**src/rtl/sr_flag_arbiter_if.sv**
```systemverilog
// Request/response bundle between the control requesters and the flag arbiter.
// Packed per-requester fields: requester k owns cmd[2k+1:2k] and idx[k*IDXW +: IDXW].
interface sr_flag_arbiter_if #(
  parameter int NREQ  = 2,
  parameter int NFLAG = 8,
  parameter int IDXW  = 3
);
  localparam int GIDW = (NREQ > 1) ? $clog2(NREQ) : 1;

  logic [NREQ-1:0]      req;
  logic [2*NREQ-1:0]    cmd;
  logic [NREQ*IDXW-1:0] idx;
  logic [NREQ-1:0]      ack;
  logic [GIDW-1:0]      grant_id;
  logic                 busy;
  logic                 err;
  logic [NFLAG-1:0]     q;

  modport master (output req, cmd, idx, input ack, grant_id, busy, err, q);
  modport slave  (input req, cmd, idx, output ack, grant_id, busy, err, q);
endinterface

```
**src/rtl/sr_flag_arbiter.sv**
```systemverilog
// Round-robin arbiter applying one {s,r} command per 3 cycles to a shared bank of SR flags.
// Define SR_TOGGLE_EN to make cmd 11 toggle the flag; otherwise 11 is rejected with err.
module sr_flag_arbiter #(
  parameter int NREQ  = 2,
  parameter int NFLAG = 8,
  parameter int IDXW  = 3
) (
  input  logic              clk,
  input  logic              reset,
  sr_flag_arbiter_if.slave  bus
);
  localparam int GIDW = (NREQ > 1) ? $clog2(NREQ) : 1;

  typedef enum logic [1:0] {IDLE, APPLY, ACK} state_t;

  state_t           state_q, state_d;
  logic [GIDW-1:0]  rr_q, rr_d;
  logic [GIDW-1:0]  gid_q, gid_d;
  logic [1:0]       cmd_q, cmd_d;
  logic [IDXW-1:0]  idx_q, idx_d;
  logic [NFLAG-1:0] q_q, q_d;
  logic             err_q, err_d;

  logic             found;
  logic [GIDW-1:0]  win;
  logic [NFLAG-1:0] sel;
  logic             bad_idx;

  // Search starts one past the last winner so every waiting requester is reached within NREQ-1 grants.
  always_comb begin
    found = 1'b0;
    win   = '0;
    for (int off = 1; off <= NREQ; off++) begin
      for (int k = 0; k < NREQ; k++) begin
        if (!found && bus.req[k] && (k == (int'(rr_q) + off) % NREQ)) begin
          found = 1'b1;
          win   = GIDW'(k);
        end
      end
    end
  end

  // One-hot flag select; an out-of-range index selects nothing, so q cannot change.
  always_comb begin
    sel     = '0;
    bad_idx = (int'(idx_q) >= NFLAG);
    for (int i = 0; i < NFLAG; i++) begin
      sel[i] = (int'(idx_q) == i);
    end
  end

  always_comb begin
    state_d = state_q;
    rr_d    = rr_q;
    gid_d   = gid_q;
    cmd_d   = cmd_q;
    idx_d   = idx_q;
    q_d     = q_q;
    err_d   = err_q;
    case (state_q)
      IDLE: begin
        if (found) begin
          state_d = APPLY;
          rr_d    = win;
          gid_d   = win;
          cmd_d   = bus.cmd[2*int'(win) +: 2];
          idx_d   = bus.idx[int'(win)*IDXW +: IDXW];
        end
      end
      APPLY: begin
        state_d = ACK;
        err_d   = bad_idx;
        case (cmd_q)
          2'b10:   q_d = q_q | sel;
          2'b01:   q_d = q_q & ~sel;
          2'b11: begin
`ifdef SR_TOGGLE_EN
            q_d = q_q ^ sel;
`else
            err_d = 1'b1;
`endif
          end
          default: q_d = q_q;
        endcase
      end
      ACK: begin
        state_d = IDLE;
        err_d   = 1'b0;
      end
      default: state_d = IDLE;
    endcase
  end

  always_ff @(posedge clk or posedge reset) begin
    if (reset) begin
      state_q <= IDLE;
      rr_q    <= GIDW'(NREQ - 1);
      gid_q   <= '0;
      cmd_q   <= '0;
      idx_q   <= '0;
      q_q     <= '0;
      err_q   <= 1'b0;
    end else begin
      state_q <= state_d;
      rr_q    <= rr_d;
      gid_q   <= gid_d;
      cmd_q   <= cmd_d;
      idx_q   <= idx_d;
      q_q     <= q_d;
      err_q   <= err_d;
    end
  end

  // ack decodes from state so an asynchronous reset removes it without waiting for a clock.
  always_comb begin
    for (int k = 0; k < NREQ; k++) begin
      bus.ack[k] = (state_q == ACK) && (int'(gid_q) == k);
    end
  end

  assign bus.busy     = (state_q != IDLE);
  assign bus.err      = err_q;
  assign bus.q        = q_q;
  assign bus.grant_id = gid_q;
endmodule
```
**src/flat_wrapper.sv**
```systemverilog
// flat-port wrapper written by rule: the top's interface ports become plain ports
module sr_flag_arbiter_flat 
#(
  parameter int NREQ  = 2,
  parameter int NFLAG = 8,
  parameter int IDXW  = 3
)
  (clk, reset, bus_req, bus_cmd, bus_idx, bus_ack, bus_grant_id, bus_busy, bus_err, bus_q);
  sr_flag_arbiter_if #(.NREQ(NREQ), .NFLAG(NFLAG), .IDXW(IDXW)) bus_i ();
  input  logic clk;
  input  logic reset;
  input wire logic [$bits(bus_i.req)-1:0] bus_req;
  input wire logic [$bits(bus_i.cmd)-1:0] bus_cmd;
  input wire logic [$bits(bus_i.idx)-1:0] bus_idx;
  output wire logic [$bits(bus_i.ack)-1:0] bus_ack;
  output wire logic [$bits(bus_i.grant_id)-1:0] bus_grant_id;
  output wire logic [$bits(bus_i.busy)-1:0] bus_busy;
  output wire logic [$bits(bus_i.err)-1:0] bus_err;
  output wire logic [$bits(bus_i.q)-1:0] bus_q;
  assign bus_i.req = bus_req;
  assign bus_i.cmd = bus_cmd;
  assign bus_i.idx = bus_idx;
  assign bus_ack = bus_i.ack;
  assign bus_grant_id = bus_i.grant_id;
  assign bus_busy = bus_i.busy;
  assign bus_err = bus_i.err;
  assign bus_q = bus_i.q;
  sr_flag_arbiter #(.NREQ(NREQ), .NFLAG(NFLAG), .IDXW(IDXW)) u_core (.clk(clk), .reset(reset), .bus(bus_i));
endmodule
```
**config.mk**
```make
export PLATFORM = sky130hd
export DESIGN_NAME = sr_flag_arbiter_flat
export DESIGN_NICKNAME = d
export VERILOG_FILES = /design/src/rtl/sr_flag_arbiter_if.sv /design/src/rtl/sr_flag_arbiter.sv /design/src/flat_wrapper.sv
export SDC_FILE = /design/constraint.sdc
export NUM_CORES = 1
export LEC_CHECK = 0
export BUFFER_PORTS_ARGS = -buffer_cell sky130_fd_sc_hd__buf_4
export CORE_ASPECT_RATIO = 1.2
export CORE_MARGIN = 10
export CORE_UTILIZATION = 50
export CTS_CLUSTER_SIZE = 10
export DETAILED_ROUTE_END_ITERATION = 10
export PLACE_DENSITY = 0.87
export SYNTH_ARGS = -nofsm -noshare
export SYNTH_HDL_FRONTEND = slang
export SYNTH_SLANG_ARGS = --single-unit
export TNS_END_PERCENT = 30
```
**constraint.sdc**
```tcl
create_clock -name clk -period 2.3 [get_ports clk]
set_input_delay 0.23 -clock clk [delete_from_list [all_inputs] [get_ports clk]]
set_output_delay 0.23 -clock clk [all_outputs]
set_load 0.01 [all_outputs]
```
# --- After elaboration in Yosys (flattened, before gate mapping) ---
# Index checks and enable logic that the tools add are counted.
# W data, S select, Z words.
op_classes:
  n_addsub: 2
  n_mul: 1
  n_eq_ne: 15
  shifts: 2
  muxes: 12
  bitwise_logic: 6
  reduce_logical: 21
ops:
  columns: ["op", "count"]
  rows:
  - ["$logic_not A32 Y1", 2]
  - ["$shiftx A6 B32 Y3", 1]
  - ["$pmux W8 S2", 1]
  - ["$eq A3 B3 Y1 const B", 4]
  - ["$logic_and A1 B1 Y1", 9]
  - ["$and A8 B8 Y8", 1]
  - ["$mux W1", 8]
  - ["$not A8 Y8", 1]
  - ["$or A8 B8 Y8", 1]
  - ["$eq A2 B2 Y1 const B", 3]
  - ["$eq A3 B2 Y1 const B", 2]
  - ["$reduce_bool A2 Y1", 3]
  - ["$eq A2 B1 Y1 const B", 2]
  - ["$eq A2 B2 Y1 const A", 2]
  - ["$pmux W2 S2", 1]
  - ["$reduce_and A2 Y1", 2]
  - ["$shiftx A4 B3 Y2", 1]
  - ["$eq A3 B1 Y1 const B", 1]
  - ["$logic_not A1 Y1", 3]
  - ["$logic_not A3 Y1", 1]
  - ["$mul A1 B2 Y3 const B", 1]
  - ["$add A1 B1 Y1 const B", 2]
  - ["$and A1 B1 Y1 const A", 2]
  - ["$logic_not A2 Y1", 1]
  - ["4 further kinds", 4]
totals:
  ff_bits: 18
  inputBits: 14
  elab_cells: 66

# --- Depth between registers and ports, before layout ---
# Gate-level depths: netlist (run 1).
logic_depth:
  word_depth: 19
  ltp_mapped: 6
  ltp_nobuf: 5

# --- Worst setup path before layout (run 1) ---
# No wires, ideal clock.
synth_timing:
  path_type: "register -> register"
  from: "register u_core.cmd_q[0]"
  to: "register with a tool-made name"
  setup_ns: 0.133
  arrival_time_ns: 1.280
  t_required_ns: 2.167
  slack_ns: 0.887
  path_stages_with_launch: 5
  path_buffers: 0
  period_less_slack_ns: 1.413
  cell_sequence: "dfrtp_1 ha_1 nand3b_1 o31ai_1 o41ai_1"
synth_lines:
  columns: ["element", "line", "source"]
  rows:
  - ["from (decl)", "sr_flag_arbiter.sv:19", "logic [1:0] cmd_q, cmd_d;"]
  - ["from (signal assigned)", "sr_flag_arbiter.sv:107", "cmd_q <= cmd_d;"]

# --- Final worst setup path (run 1) ---
layout_timing:
  from: "register u_core.state_q[0]"
  to: "output port bus_busy"
layout_between:
  elab_chain_len: 1
layout_rtl:
  columns: ["element", "line", "source"]
  rows:
  - ["from (decl)", "sr_flag_arbiter.sv:16", "state_t state_q, state_d;"]
  - ["from (signal assigned)", "sr_flag_arbiter.sv:104", "state_q <= state_d;"]
  - ["$reduce_bool A2 Y1", "sr_flag_arbiter.sv:121", "assign bus.busy = (state_q != IDLE);"]
  - ["to (decl)", "flat_wrapper.sv:17", "output wire logic [$bits(bus_i.busy)-1:0] bus_busy;"]
# No other way between the ends.

==> impl_results.html, run 1 <==
<table>
<tr><th>Metric</th><th>Value</th></tr>
<tr><th colspan="2">Status</th></tr>
<tr><td>Result of the run</td><td>finished, final reports clean</td></tr>
<tr><th colspan="2">Timing</th></tr>
<tr><td>Max Clock Skew</td><td>9.85 ps</td></tr>
<tr><td>Fin Hold WS</td><td>approximately 16 ps</td></tr>
<tr><td>Maximum achievable frequency</td><td>~650 MHz</td></tr>
<tr><td>Number of pins with negative max-slew slack in the final report</td><td>0</td></tr>
<tr><td>Slew margin rel.</td><td>approximately 57%</td></tr>
<tr><td>Sum of negative setup slack</td><td>0 ps</td></tr>
<tr><td>Number of endpoints failing setup at the final stage</td><td>0</td></tr>
<tr><td>Final count of hold timing violations</td><td>0</td></tr>
<tr><td>Setup repair after global routing missed its margin</td><td>false</td></tr>
<tr><td>Final worst path period share</td><td>67.2%</td></tr>
<tr><td>Transition time at the pin with the least slew margin</td><td>roughly 650 ps</td></tr>
<tr><td>Min Tclk post-route</td><td>1550 ps</td></tr>
<tr><th colspan="2">Finish</th></tr>
<tr><td>Final Core Density</td><td>68.2%</td></tr>
<tr><td>P&amp;R area growth vs syn</td><td>25.8%</td></tr>
<tr><td>Net count of the finished layout</td><td>roughly 130</td></tr>
<tr><td>Layout cells sized above 1</td><td>between 30 and 40%</td></tr>
<tr><td>Ant. Diodes</td><td>0</td></tr>
<tr><th colspan="2">Place</th></tr>
<tr><td>Gp weighted congestion</td><td>slightly above 0.7</td></tr>
<tr><td>Count of input and output buffers</td><td>26</td></tr>
<tr><td>HPWL after detailed placement</td><td>approximately 1600 µm</td></tr>
<tr><th colspan="2">Yosys</th></tr>
<tr><td>Number of distinct standard cells referenced by the synthesized netlist</td><td>23</td></tr>
<tr><td>Total number of yosys warnings</td><td>0</td></tr>
<tr><td>Post-Syn Instances</td><td>between 80 and 90</td></tr>
<tr><td>Register bit total from synthesis</td><td>18</td></tr>
<tr><td>Avg Synthesized Cell Area</td><td>10.5 µm²</td></tr>
<tr><td>Sequential element share of the synthesized area</td><td>49.5%</td></tr>
<tr><td>Post-synthesis instance area</td><td>912 µm²</td></tr>
<tr><td>Synthesized net count</td><td>106</td></tr>
<tr><th colspan="2">Detailed routing</th></tr>
<tr><td>Vias</td><td>about 730</td></tr>
<tr><td>Antenna Violating Nets Remaining</td><td>0</td></tr>
<tr><td>Number of violations reported at the end of detailed-routing iteration 0</td><td>7</td></tr>
<tr><td>Wire length per cell after detailed routing</td><td>roughly 15 µm</td></tr>
<tr><td>Post-detailed-route DRC marker count</td><td>0</td></tr>
<tr><td>Router iterations before antenna repair</td><td>4</td></tr>
<tr><td>Routed via count divided by cell count</td><td>5.58</td></tr>
<tr><td>Post-detailed-routing wire length</td><td>1920 µm</td></tr>
<tr><th colspan="2">Worst setup path</th></tr>
<tr><td>Maximum fanout count along the critical path</td><td>5</td></tr>
<tr><td>Endpoint class of the critical path</td><td>primary output</td></tr>
<tr><td>Cell-by-cell trace of the critical path</td><td>inv_1, ha_1, inv_1, buf_4</td></tr>
<tr><td>Category of the most critical setup path</td><td>reg2out</td></tr>
<tr><td>Required time at the endpoint of the critical path</td><td>2070 ps</td></tr>
<tr><td>Flop2flop setup slack</td><td>760 ps</td></tr>
<tr><td>Element type at the critical path start</td><td>register</td></tr>
<tr><td>Depth of the most critical reg-to-reg path</td><td>4</td></tr>
<tr><td>Slowest stage delay, CP</td><td>410 ps</td></tr>
<tr><td>Slowest cell on crit path</td><td>sky130_fd_sc_hd__dfrtp_1</td></tr>
<tr><td>Most frequent CP cell</td><td>sky130_fd_sc_hd__inv_1</td></tr>
<tr><td>Startpoint of the most critical register-to-register path</td><td>u_core.cmd_q[0]</td></tr>
<tr><td>Critical path data arrival time</td><td>1320 ps</td></tr>
<tr><th colspan="2">Floorplan</th></tr>
<tr><td>Die height</td><td>between 60 and 70 µm</td></tr>
<tr><td>Chip width</td><td>59.0 µm</td></tr>
<tr><td>Core region area</td><td>1680 µm²</td></tr>
<tr><td>Initial core utilization</td><td>54.2%</td></tr>
<tr><td>Total Die Area</td><td>3940 µm²</td></tr>
<tr><td>Number of top-level design ports</td><td>27</td></tr>
<tr><td>Number of placement rows</td><td>16</td></tr>
<tr><th colspan="2">Power</th></tr>
<tr><td>Part of the total power dissipated in combinational logic</td><td>47.0%</td></tr>
<tr><td>Switching power share of the total</td><td>40.0%</td></tr>
<tr><td>Power after layout</td><td>1.53 mW</td></tr>
<tr><td>Net switching power of the design</td><td>a little over 600 µW</td></tr>
<tr><td>Cell internal power dissipation</td><td>roughly 920 µW</td></tr>
<tr><td>Clk network pwr share</td><td>between 10% and 20%</td></tr>
<tr><td>Power per unit of standard cell area</td><td>around 1300 nW/µm²</td></tr>
<tr><td>Max rail drop VDD</td><td>between 0.7 and 0.8 mV</td></tr>
<tr><td>Flop pwr share</td><td>between 40% and 50%</td></tr>
<tr><td>Standby leakage power</td><td>0.546 nW</td></tr>
<tr><th colspan="2">Clock tree</th></tr>
<tr><td>Number of clock buffers inserted by TritonCTS</td><td>3</td></tr>
<tr><td>Maximum buffer depth of the clock tree</td><td>2</td></tr>
<tr><td>CTS root buf</td><td>sky130_fd_sc_hd__clkbuf_4</td></tr>
<tr><td>TritonCTS clock tree</td><td>done</td></tr>
<tr><td>Insertion delay of the later-clocked pin in the worst-skew pair</td><td>between 200 and 300 ps</td></tr>
<tr><td>Number of buffers inserted by post-CTS setup repair</td><td>0</td></tr>
<tr><td>CTS hold repair buffers</td><td>0</td></tr>
<tr><td>Post-cts resize count</td><td>0</td></tr>
<tr><td>Clock-pin slew on the worst setup and hold paths</td><td>100 ps</td></tr>
<tr><td>Clk sink count</td><td>18</td></tr>
<tr><td>Number of H-tree branching levels</td><td>1</td></tr>
<tr><th colspan="2">Global routing</th></tr>
<tr><td>Combined global-route utilization of all metal layers</td><td>10.5%</td></tr>
<tr><td>Global route total overflow</td><td>0</td></tr>
<tr><td>Via count of the first global-routing pass</td><td>753</td></tr>
<tr><td>Maximum number of pins on one net before global-route repair</td><td>19</td></tr>
<tr><td>First-pass GRT wire length</td><td>approximately 3300 µm</td></tr>
<tr><td>Number of antenna violations at the first check in global routing</td><td>0</td></tr>
<tr><th colspan="2">Min path</th></tr>
<tr><td>Tightest Hold Check Type</td><td>in2async</td></tr>
<tr><th colspan="2">Flow run</th></tr>
<tr><td>Max cap viols</td><td>0</td></tr>
</table>
-- worst max-delay path by stage --
stage	startpoint	end	slack (ps)	depth (start not counted)
after floorplan	u_core.cmd_q[0]	register	890	4
after global placement	u_core.cmd_q[0]	register	850	4
after detailed placement	u_core.cmd_q[0]	register	790	4
after CTS	u_core.state_q[0]	bus_busy	760	4
after global routing	u_core.cmd_q[0]	register	640	4
final	u_core.state_q[0]	bus_busy	750	4
-- routing by layer --
| metal | global-route usage, % | vias to the layer above | routed length, µm |
|---|---|---|---|
| li1 | - | 362 | - |
| met1 | 11.4 | 332 | 766 |
| met2 | 17.4 | 30 | 938 |
| met3 | 3.98 | 7 | 169 |
| met4 | 5.17 | 0 | 43 |
| met5 | 0 | - | 0 |
-- synth_stat cells --
cell / number / area (µm²)
sky130_fd_sc_hd__o31ai_1: 5 / 37.5
sky130_fd_sc_hd__nor3b_4: 1 / 18.8
sky130_fd_sc_hd__buf_1: 1 / 3.75
sky130_fd_sc_hd__o41ai_1: 2 / 17.5
sky130_fd_sc_hd__nand2b_1: 2 / 12.5
sky130_fd_sc_hd__buf_2: 3 / 15.0
sky130_fd_sc_hd__a41oi_1: 1 / 8.76
sky130_fd_sc_hd__nor3_1: 1 / 5.00
sky130_fd_sc_hd__inv_1: 7 / 26.3
sky130_fd_sc_hd__nor2b_1: 3 / 18.8
sky130_fd_sc_hd__nor2_1: 7 / 26.3
sky130_fd_sc_hd__and2_1: 1 / 6.26
sky130_fd_sc_hd__mux2i_1: 5 / 50.1
sky130_fd_sc_hd__nand2_1: 2 / 7.51
sky130_fd_sc_hd__a31oi_1: 5 / 31.3
sky130_fd_sc_hd__a21oi_1: 9 / 45.0
sky130_fd_sc_hd__dfrtp_1: 17 / 425
sky130_fd_sc_hd__nand3b_1: 2 / 15.0
sky130_fd_sc_hd__o21a_2: 1 / 8.76
sky130_fd_sc_hd__dfstp_2: 1 / 26.3
sky130_fd_sc_hd__ha_1: 5 / 62.6
sky130_fd_sc_hd__a21boi_4: 1 / 18.8
sky130_fd_sc_hd__o21ai_0: 5 / 25.0
-- through the flow --
step,worst slack [ps],instances,instance area (µm²)
final,753,131,1150
after global routing,642,131,1150
after CTS,759,131,1150
after detailed placement,794,127,1110
after global placement,845,127,1110
after floorplan,887,87,912
-- cell type report --
type / instances / area (µm²)
clock buffer: 4 / 36.3
multi-input combinational: 58 / 415
tap: 18 / 22.5
inverter: 7 / 26.3
sequential: 18 / 452
timing repair buffer: 26 / 195
fill: 148 / 534
-- power by group through the flow --
stage	registers, mW	clock network, mW	logic [mW]
global route	0.647	0.204	0.819
finish	0.621	0.189	0.720
CTS	0.620	0.192	0.733
detailed placement	0.626	0	0.727
global placement	0.613	0	0.697
floorplan	0.609	0	0.464
-- cell families after synthesis --
logic type / after synthesis / synth area share, %
multiplexers: 5 / 5.49
flip-flops: 18 / 49.5
AND/OR/NAND/NOR: 19 / 12.1
adder cells (fa/ha/maj): 5 / 6.86
buffers and inverters: 11 / 4.94
AO/OA/AOI/OAI: 29 / 21.1
-- layout by cell type (no fill, tap or decap) --
cell	n
sky130_fd_sc_hd__o41ai_1	2
sky130_fd_sc_hd__nand3b_1	2
sky130_fd_sc_hd__mux2i_1	5
sky130_fd_sc_hd__nor3_1	1
sky130_fd_sc_hd__and2_1	1
sky130_fd_sc_hd__a41oi_1	1
sky130_fd_sc_hd__nor2b_1	3
sky130_fd_sc_hd__clkbuf_4	3
sky130_fd_sc_hd__nand2_1	2
sky130_fd_sc_hd__dfrtp_1	17
sky130_fd_sc_hd__a31oi_1	5
sky130_fd_sc_hd__clkbuf_8	1
sky130_fd_sc_hd__nor2_1	7
sky130_fd_sc_hd__a21oi_1	9
sky130_fd_sc_hd__dfstp_2	1
sky130_fd_sc_hd__o21ai_0	5
sky130_fd_sc_hd__o31ai_1	5
sky130_fd_sc_hd__nand2b_1	2
sky130_fd_sc_hd__buf_4	26
sky130_fd_sc_hd__nor3b_4	1
sky130_fd_sc_hd__o21a_2	1
sky130_fd_sc_hd__inv_1	7
sky130_fd_sc_hd__ha_1	5
sky130_fd_sc_hd__a21boi_4	1
-- critical path: cells and delay by family (launching register included) --
| kind | cells | cell delay, ps |
|---|---|---|
| fa+ha+maj | 1 | 250 |
| buf+inv | 3 | 360 |
| flops | 1 | 410 |
No activity file was read; power rests on OpenSTA's default activity.
==> inputs of run 2 (changes only) <==
- CORE_UTILIZATION: 50 -> 44
- PLACE_DENSITY: 0.87 -> 0.81
- clock period: 2.3 -> 1.3 ns (I/O delays scaled with it)
==> run 2 against run 1 <==
- the run now ends with negative setup slack left
- first-iteration DRC count increased to 3.4 times the previous value
- final area increased by 17%
- power increased by 110%
==> impl_results.html, run 2 (same netlist as run 1, synthesis figures left out) <==
<table>
<tr><th>Metric</th><th>Value</th></tr>
<tr><th colspan="2">Detailed routing</th></tr>
<tr><td>Routed via count divided by cell count</td><td>5.34 (was 5.58)</td></tr>
<tr><td>Antenna Violating Nets Remaining</td><td>0 (unchanged)</td></tr>
<tr><td>Vias</td><td>764 (was 731)</td></tr>
<tr><td>Router iterations before antenna repair</td><td>4 (unchanged)</td></tr>
<tr><td>Post-detailed-routing wire length</td><td>2060 µm (was 1920 µm)</td></tr>
<tr><td>Wire length per cell after detailed routing</td><td>14.4 µm (was 14.6 µm)</td></tr>
<tr><td>Number of violations reported at the end of detailed-routing iteration 0</td><td>24 (was 7)</td></tr>
<tr><td>Post-detailed-route DRC marker count</td><td>0 (unchanged)</td></tr>
<tr><th colspan="2">Timing</th></tr>
<tr><td>Sum of negative setup slack</td><td>-554 ps (was 0 ps)</td></tr>
<tr><td>Slew margin rel.</td><td>74.9% (was 56.9%)</td></tr>
<tr><td>Setup repair after global routing missed its margin</td><td>true (was false)</td></tr>
<tr><td>Final count of hold timing violations</td><td>0 (unchanged)</td></tr>
<tr><td>Number of endpoints failing setup at the final stage</td><td>10 (was 0)</td></tr>
<tr><td>Number of pins with negative max-slew slack in the final report</td><td>0 (unchanged)</td></tr>
<tr><td>Maximum achievable frequency</td><td>723 MHz</td></tr>
<tr><td>Transition time at the pin with the least slew margin</td><td>376 ps (was 646 ps)</td></tr>
<tr><td>Worst setup margin</td><td>-83.6 ps (was 753 ps)</td></tr>
<tr><td>Fin Hold WS</td><td>66.8 ps (was 16.2 ps)</td></tr>
<tr><td>Min Tclk post-route</td><td>~1400 ps</td></tr>
<tr><td>Final worst path period share</td><td>106%</td></tr>
<tr><td>Max Clock Skew</td><td>3.79 ps (was 9.85 ps)</td></tr>
<tr><th colspan="2">Finish</th></tr>
<tr><td>Most common cell after layout, fill and taps aside</td><td>sky130_fd_sc_hd__buf_4 (unchanged)</td></tr>
<tr><td>Final design area excluding fillers</td><td>1340 µm² (was 1150 µm²)</td></tr>
<tr><td>Total of fill cells in the finished design</td><td>153 (was 148)</td></tr>
<tr><td>Layout cells sized above 1</td><td>49.6% (was 30.1%)</td></tr>
<tr><td>Commonest cells after routing, fill and taps aside</td><td>30 x sky130_fd_sc_hd__buf_4, 17 x sky130_fd_sc_hd__dfrtp_1, 7 x sky130_fd_sc_hd__nor2_1, 7 x sky130_fd_sc_hd__a21oi_1 (was 26 x sky130_fd_sc_hd__buf_4, 17 x sky130_fd_sc_hd__dfrtp_1, 9 x sky130_fd_sc_hd__a21oi_1, 7 x sky130_fd_sc_hd__nor2_1, 7 x sky130_fd_sc_hd__inv_1)</td></tr>
<tr><td>Area occupied by multi-input gates</td><td>505 µm² (was 415 µm²)</td></tr>
<tr><td>Ant. Diodes</td><td>0 (unchanged)</td></tr>
<tr><td>Net count of the finished layout</td><td>143 (was 133)</td></tr>
<tr><td>P&amp;R area growth vs syn</td><td>46.8% (was 25.8%)</td></tr>
<tr><td>Area taken by flip-flops and latches</td><td>452 µm² (unchanged)</td></tr>
<tr><td>Non-filler instance count after layout</td><td>143 (was 131)</td></tr>
<tr><th colspan="2">Place</th></tr>
<tr><td>DP Area</td><td>1170 µm² (was 1110 µm²)</td></tr>
<tr><td>Gp weighted congestion</td><td>0.767 (was 0.710)</td></tr>
<tr><td>Count of input and output buffers</td><td>26 (unchanged)</td></tr>
<tr><td>Inst Count DP</td><td>135 (was 127)</td></tr>
<tr><td>HPWL after detailed placement</td><td>1540 µm (was 1550 µm)</td></tr>
<tr><th colspan="2">Worst setup path</th></tr>
<tr><td>Category of the most critical setup path</td><td>reg2reg (was reg2out)</td></tr>
<tr><td>Cell family with most CP delay</td><td>flip-flops (unchanged)</td></tr>
<tr><td>Required time at the endpoint of the critical path</td><td>1510 ps (was 2070 ps)</td></tr>
<tr><td>Critical path data arrival time</td><td>1590 ps (was 1320 ps)</td></tr>
<tr><td>Combined buffer and inverter count along the critical path</td><td>1 (was 3)</td></tr>
<tr><td>Endpoint class of the critical path</td><td>register (was primary output)</td></tr>
<tr><td>Slowest stage delay, CP</td><td>430 ps (was 410 ps)</td></tr>
<tr><td>Element type at the critical path start</td><td>register (unchanged)</td></tr>
<tr><td>Maximum fanout count along the critical path</td><td>3 (was 5)</td></tr>
<tr><td>Slowest cell on crit path</td><td>sky130_fd_sc_hd__dfrtp_1 (unchanged)</td></tr>
<tr><td>Cell-by-cell trace of the critical path</td><td>ha_4, nor3b_4, buf_4, a21oi_1, a31oi_1 (was inv_1, ha_1, inv_1, buf_4)</td></tr>
<tr><th colspan="2">Power</th></tr>
<tr><td>Switching power share of the total</td><td>39.7% (was 40.0%)</td></tr>
<tr><td>Standby leakage power</td><td>0.611 nW (was 0.546 nW)</td></tr>
<tr><td>Net switching power of the design</td><td>1.28 mW (was 612 µW)</td></tr>
<tr><td>Cell internal power dissipation</td><td>1.94 mW (was 918 µW)</td></tr>
<tr><td>Max rail drop VDD</td><td>1.44 mV (was 0.750 mV)</td></tr>
<tr><td>Flop pwr share</td><td>35.3% (was 40.6%)</td></tr>
<tr><td>Part of the total power dissipated in combinational logic</td><td>54.3% (was 47.0%)</td></tr>
<tr><td>Power per unit of standard cell area</td><td>2400 nW/µm² (was 1330 nW/µm²)</td></tr>
<tr><td>Clk network pwr share</td><td>10.4% (was 12.4%)</td></tr>
<tr><td>Power after layout</td><td>3.22 mW (was 1.53 mW)</td></tr>
<tr><th colspan="2">Global routing</th></tr>
<tr><td>Number of antenna violations at the first check in global routing</td><td>0 (unchanged)</td></tr>
<tr><td>Maximum number of pins on one net before global-route repair</td><td>19 (unchanged)</td></tr>
<tr><td>Combined global-route utilization of all metal layers</td><td>10.1% (was 10.5%)</td></tr>
<tr><td>First-pass GRT wire length</td><td>3460 µm (was 3320 µm)</td></tr>
<tr><td>Via count of the first global-routing pass</td><td>812 (was 753)</td></tr>
<tr><td>Global route total overflow</td><td>0 (unchanged)</td></tr>
<tr><th colspan="2">Clock tree</th></tr>
<tr><td>Clk sink count</td><td>18 (unchanged)</td></tr>
<tr><td>Insertion delay of the later-clocked pin in the worst-skew pair</td><td>280 ps (was 290 ps)</td></tr>
<tr><td>Maximum buffer depth of the clock tree</td><td>2 (unchanged)</td></tr>
<tr><td>Number of clock buffers inserted by TritonCTS</td><td>3 (unchanged)</td></tr>
<tr><td>Number of H-tree branching levels</td><td>1 (unchanged)</td></tr>
<tr><td>Clock-pin slew on the worst setup and hold paths</td><td>100 ps (about the same)</td></tr>
<tr><td>TritonCTS clock tree</td><td>done (unchanged)</td></tr>
<tr><td>CTS root buf</td><td>sky130_fd_sc_hd__clkbuf_4 (unchanged)</td></tr>
<tr><th colspan="2">Floorplan</th></tr>
<tr><td>Total Die Area</td><td>4300 µm² (was 3940 µm²)</td></tr>
<tr><td>Number of placement rows</td><td>18 (was 16)</td></tr>
<tr><td>Die height</td><td>69.9 µm (was 66.8 µm)</td></tr>
<tr><td>Core region area</td><td>2030 µm² (was 1680 µm²)</td></tr>
<tr><td>Initial core utilization</td><td>45.0% (was 54.2%)</td></tr>
<tr><td>Number of top-level design ports</td><td>27 (unchanged)</td></tr>
<tr><td>Chip width</td><td>61.6 µm (was 59.0 µm)</td></tr>
<tr><th colspan="2">Min path</th></tr>
<tr><td>Tightest Hold Check Type</td><td>in2reg (was in2async)</td></tr>
<tr><th colspan="2">Flow run</th></tr>
<tr><td>Max cap viols</td><td>0 (unchanged)</td></tr>
<tr><th colspan="2">Status</th></tr>
<tr><td>Result of the run</td><td>finished with violations (was finished, final reports clean)</td></tr>
<tr><td>Violated checks</td><td>negative setup slack</td></tr>
</table>
-- run 2: changes by cell type in the layout (fill, tap and decap cells not counted), sizes merged --
cell	previous run	this run
buf	26	35
dlygate4sd3	0	1
-- run 2: repair_timing --
| action | in CTS | in global routing |
|---|---|---|
| gates cloned | 0 | 0 |
| pin swaps | 3 | 3 |
| setup endpoints to repair | 11 | 17 |
| hold buffers | 1 | 0 |
| setup buffers | 2 | 1 |
| resized for setup | 21 | 7 |
| hold endpoints to repair | 17 | 0 |
-- run 2: layer usage --
metal	global-route usage, %	wire (µm)	vias up
li1	-	-	385
met2	16.5	963	23
met5	0	0	-
met1	11.4	929	354
met3	3.07	138	2
met4	4.48	27	0
-- run 2: stage by stage --
step	setup WS (ps)	utilization (%)
after floorplan	-76.7	-
after global placement	-49.5	57.8
after detailed placement	-82.7	57.8
after CTS	-55.6	64.2
after global routing	-143	66.0
final	-83.6	66.0
-- run 2: power groups by stage --
stage                     sequential, mW  combinational, mW  clock [mW]
after floorplan                     1.09              0.852           0
after global placement              1.09               1.40           0
after detailed placement            1.10               1.45           0
after CTS                           1.12               1.66       0.347
after global routing                1.17               1.92       0.376
final                               1.14               1.75       0.335
-- run 2: final cells by class --
| class | count | area share [%] |
|---|---|---|
| tap | 20 | 1.87 |
| timing repair buffer | 36 | 21.8 |
| sequential | 18 | 33.7 |
| clock buffer | 4 | 2.71 |
| inverter | 7 | 2.15 |
| multi-input combinational | 58 | 37.8 |
-- run 2: final timing paths --
check / slack [ps] / depth (start not counted) / startpoint / to
max: -80 / 5 / u_core.cmd_q[0] / register
min: 70 / 2 / bus_req[0] / u_core.rr_q
max reg2reg: -80 / 5 / u_core.cmd_q[0] / register
min reg2reg: 500 / 2 / register / register
max in group asynchronous: 620 / 4 / reset / u_core.rr_q
min in group asynchronous: 420 / 4 / reset / async pin
==> inputs of run 3 (changes only) <==
- SETUP_SLACK_MARGIN: not set -> 0.4
==> run 3 against run 2 <==
- maximum frequency shrank 0.79%
- sequential power grew 4%
- the run still ends with negative setup slack left
- utilization rose by 5.0 points
- count of clock-buffer cells in the layout is the same
- setup slack worse by 11 ps
- register-to-register slack about the same
==> impl_results.html, run 3 (same netlist as run 1, synthesis figures left out) <==
<table>
<tr><th>Metric</th><th>Value</th></tr>
<tr><th colspan="2">Global routing</th></tr>
<tr><td>Global route total overflow</td><td>0 (unchanged)</td></tr>
<tr><td>Maximum number of pins on one net before global-route repair</td><td>19 (unchanged)</td></tr>
<tr><td>First-pass GRT wire length</td><td>3780 µm (was 3460 µm)</td></tr>
<tr><td>Via count of the first global-routing pass</td><td>882 (was 812)</td></tr>
<tr><td>Number of antenna violations at the first check in global routing</td><td>0 (unchanged)</td></tr>
<tr><td>Combined global-route utilization of all metal layers</td><td>10.9% (was 10.1%)</td></tr>
<tr><th colspan="2">Detailed routing</th></tr>
<tr><td>Router iterations before antenna repair</td><td>3 (was 4)</td></tr>
<tr><td>Wire length per cell after detailed routing</td><td>15.2 µm (was 14.4 µm)</td></tr>
<tr><td>Post-detailed-route DRC marker count</td><td>0 (unchanged)</td></tr>
<tr><td>Antenna Violating Nets Remaining</td><td>0 (unchanged)</td></tr>
<tr><td>Number of violations reported at the end of detailed-routing iteration 0</td><td>16 (was 24)</td></tr>
<tr><td>Vias</td><td>809 (was 764)</td></tr>
<tr><td>Post-detailed-routing wire length</td><td>2250 µm (was 2060 µm)</td></tr>
<tr><td>Routed via count divided by cell count</td><td>5.47 (was 5.34)</td></tr>
<tr><th colspan="2">Timing</th></tr>
<tr><td>Final count of hold timing violations</td><td>0 (unchanged)</td></tr>
<tr><td>Worst setup margin</td><td>-94.6 ps (was -83.6 ps)</td></tr>
<tr><td>Min Tclk post-route</td><td>1390 ps (was 1380 ps)</td></tr>
<tr><td>Number of endpoints failing setup at the final stage</td><td>10 (unchanged)</td></tr>
<tr><td>Number of pins with negative max-slew slack in the final report</td><td>0 (unchanged)</td></tr>
<tr><td>Transition time at the pin with the least slew margin</td><td>382 ps (was 376 ps)</td></tr>
<tr><td>Max Clock Skew</td><td>0.448 ps (was 3.79 ps)</td></tr>
<tr><td>Setup repair after global routing missed its margin</td><td>true (unchanged)</td></tr>
<tr><td>Maximum achievable frequency</td><td>717 MHz (was 723 MHz)</td></tr>
<tr><td>Slew margin rel.</td><td>74.6% (was 74.9%)</td></tr>
<tr><td>Final worst path period share</td><td>107% (was 106%)</td></tr>
<tr><th colspan="2">Worst setup path</th></tr>
<tr><td>Cell-by-cell trace of the critical path</td><td>inv_2, ha_4, nand3b_1, o31ai_2, o41ai_2 (was ha_4, nor3b_4, buf_4, a21oi_1, a31oi_1)</td></tr>
<tr><td>Endpoint class of the critical path</td><td>register (unchanged)</td></tr>
<tr><td>Combined buffer and inverter count along the critical path</td><td>1 (unchanged)</td></tr>
<tr><td>Element type at the critical path start</td><td>register (unchanged)</td></tr>
<tr><td>Required time at the endpoint of the critical path</td><td>1460 ps (was 1510 ps)</td></tr>
<tr><td>Flop2flop setup slack</td><td>-90 ps (was -80 ps)</td></tr>
<tr><td>Slowest cell on crit path</td><td>sky130_fd_sc_hd__dfrtp_1 (unchanged)</td></tr>
<tr><td>Depth of the most critical reg-to-reg path</td><td>5 (unchanged)</td></tr>
<tr><td>Startpoint of the most critical register-to-register path</td><td>u_core.cmd_q[1] (was u_core.cmd_q[0])</td></tr>
<tr><td>Maximum fanout count along the critical path</td><td>2 (was 3)</td></tr>
<tr><td>Slowest stage delay, CP</td><td>410 ps (was 430 ps)</td></tr>
<tr><td>Category of the most critical setup path</td><td>reg2reg (unchanged)</td></tr>
<tr><td>Cell family with most CP delay</td><td>flip-flops (unchanged)</td></tr>
<tr><td>Critical path data arrival time</td><td>1560 ps (was 1590 ps)</td></tr>
<tr><th colspan="2">Clock tree</th></tr>
<tr><td>Maximum buffer depth of the clock tree</td><td>2 (unchanged)</td></tr>
<tr><td>Clock-pin slew on the worst setup and hold paths</td><td>100 ps (about the same)</td></tr>
<tr><td>CTS root buf</td><td>sky130_fd_sc_hd__clkbuf_4 (unchanged)</td></tr>
<tr><td>Number of H-tree branching levels</td><td>1 (unchanged)</td></tr>
<tr><td>Clk sink count</td><td>18 (unchanged)</td></tr>
<tr><td>Insertion delay of the later-clocked pin in the worst-skew pair</td><td>280 ps (about the same)</td></tr>
<tr><td>TritonCTS clock tree</td><td>done (unchanged)</td></tr>
<tr><td>Number of clock buffers inserted by TritonCTS</td><td>3 (unchanged)</td></tr>
<tr><th colspan="2">Finish</th></tr>
<tr><td>Commonest cells after routing, fill and taps aside</td><td>25 x sky130_fd_sc_hd__buf_4, 17 x sky130_fd_sc_hd__dfrtp_1, 15 x sky130_fd_sc_hd__buf_6, 7 x sky130_fd_sc_hd__nor2_1, 6 x sky130_fd_sc_hd__a21oi_1 (was 30 x sky130_fd_sc_hd__buf_4, 17 x sky130_fd_sc_hd__dfrtp_1, 7 x sky130_fd_sc_hd__nor2_1, 7 x sky130_fd_sc_hd__a21oi_1)</td></tr>
<tr><td>Final Core Density</td><td>71.0% (was 66.0%)</td></tr>
<tr><td>P&amp;R area growth vs syn</td><td>57.9% (was 46.8%)</td></tr>
<tr><td>Area taken by flip-flops and latches</td><td>452 µm² (unchanged)</td></tr>
<tr><td>Area occupied by multi-input gates</td><td>532 µm² (was 505 µm²)</td></tr>
<tr><td>Non-filler instance count after layout</td><td>148 (was 143)</td></tr>
<tr><td>Most common cell after layout, fill and taps aside</td><td>sky130_fd_sc_hd__buf_4 (unchanged)</td></tr>
<tr><td>Layout cells sized above 1</td><td>53.1% (was 49.6%)</td></tr>
<tr><td>Ant. Diodes</td><td>0 (unchanged)</td></tr>
<tr><td>Final design area excluding fillers</td><td>1440 µm² (was 1340 µm²)</td></tr>
<tr><td>Total of fill cells in the finished design</td><td>139 (was 153)</td></tr>
<tr><td>Net count of the finished layout</td><td>148 (was 143)</td></tr>
<tr><th colspan="2">Floorplan</th></tr>
<tr><td>Chip width</td><td>61.6 µm (unchanged)</td></tr>
<tr><td>Die height</td><td>69.9 µm (unchanged)</td></tr>
<tr><td>Total Die Area</td><td>4300 µm² (unchanged)</td></tr>
<tr><td>Number of placement rows</td><td>18 (unchanged)</td></tr>
<tr><td>Initial core utilization</td><td>45.0% (unchanged)</td></tr>
<tr><td>Core region area</td><td>2030 µm² (unchanged)</td></tr>
<tr><td>Number of top-level design ports</td><td>27 (unchanged)</td></tr>
<tr><th colspan="2">Min path</th></tr>
<tr><td>End point of the worst hold path</td><td>u_core.state_q[1] (was u_core.rr_q)</td></tr>
<tr><td>Min-delay src</td><td>bus_req[1] (was bus_req[0])</td></tr>
<tr><td>WHS Path Cells</td><td>2 (unchanged)</td></tr>
<tr><td>Tightest Hold Check Type</td><td>in2reg (unchanged)</td></tr>
<tr><th colspan="2">Place</th></tr>
<tr><td>Gp weighted congestion</td><td>0.755 (was 0.767)</td></tr>
<tr><td>HPWL after detailed placement</td><td>1590 µm (was 1540 µm)</td></tr>
<tr><td>Inst Count DP</td><td>137 (was 135)</td></tr>
<tr><td>Count of input and output buffers</td><td>26 (unchanged)</td></tr>
<tr><td>DP Area</td><td>1190 µm² (was 1170 µm²)</td></tr>
<tr><td>Post-Place Setup Slack</td><td>-67.0 ps (was -82.7 ps)</td></tr>
<tr><th colspan="2">Power</th></tr>
<tr><td>Clk network pwr share</td><td>9.4% (was 10.4%)</td></tr>
<tr><td>Power per unit of standard cell area</td><td>2450 nW/µm² (was 2400 nW/µm²)</td></tr>
<tr><td>Switching power share of the total</td><td>39.6% (was 39.7%)</td></tr>
<tr><td>Net switching power of the design</td><td>1.40 mW (was 1.28 mW)</td></tr>
<tr><td>Flop pwr share</td><td>33.3% (was 35.3%)</td></tr>
<tr><td>Standby leakage power</td><td>0.647 nW (was 0.611 nW)</td></tr>
<tr><td>Cell internal power dissipation</td><td>2.13 mW (was 1.94 mW)</td></tr>
<tr><td>Part of the total power dissipated in combinational logic</td><td>57.3% (was 54.3%)</td></tr>
<tr><td>Max rail drop VDD</td><td>1.38 mV (was 1.44 mV)</td></tr>
<tr><th colspan="2">Status</th></tr>
<tr><td>Violated checks</td><td>negative setup slack (unchanged)</td></tr>
<tr><td>Result of the run</td><td>finished with violations (unchanged)</td></tr>
<tr><th colspan="2">Flow run</th></tr>
<tr><td>Max cap viols</td><td>0 (unchanged)</td></tr>
</table>
==> run 3: repair_timing <==
item	4_1_cts	5_1_grt
pin swaps	4	2
hold endpoints to repair	17	0
setup endpoints to repair	31	31
hold buffers	1	0
resized for setup	33	10
setup buffers	2	4
==> run 3: metrics by stage <==
stage	hold WS [ps]	power [mW]	TNS [ps]
global placement	160	2.51	-82.3
floorplan	67.8	1.94	-76.7
finish	73.5	3.53	-626
CTS	58.0	3.34	-486
detailed placement	168	2.60	-328
global route	75.2	3.81	-1530
==> run 3: routing by layer <==
layer  vias to the layer above  part of all wire (%)  track usage, %
met5                         -                     0               0
met4                         0                   2.3            5.97
met3                         4                   3.9            2.17
met2                        23                    49            17.3
met1                       392                    45            13.1
li1                        390                     -               -
==> run 3: worst max-delay path by stage <==
stage / start / end / slack, ps / cells past startpoint
CTS: u_core.cmd_q[1] / register / -80 / 6
finish: u_core.cmd_q[1] / register / -90 / 5
global placement: u_core.state_q[1] / register / -40 / 5
detailed placement: u_core.cmd_q[1] / register / -70 / 6
global route: u_core.cmd_q[1] / register / -180 / 5
floorplan: u_core.cmd_q[1] / register / -80 / 5
==> run 3: area by class of cell <==
type,instances,share of cell area [%]
well taps,20,1.74
inverters,7,2.00
repair buffers,41,25.5
flip-flops and latches,18,31.4
multi-input cells,58,36.9
clock buffers,4,2.52
==> run 3: power by group through the flow <==
stage	Sequential [mW]	Clock, mW	Combinational [mW]
after floorplan	1.09	0	0.852
after global placement	1.09	0	1.42
after detailed placement	1.12	0	1.48
after CTS	1.15	0.344	1.84
after global routing	1.22	0.369	2.22
final	1.18	0.332	2.03
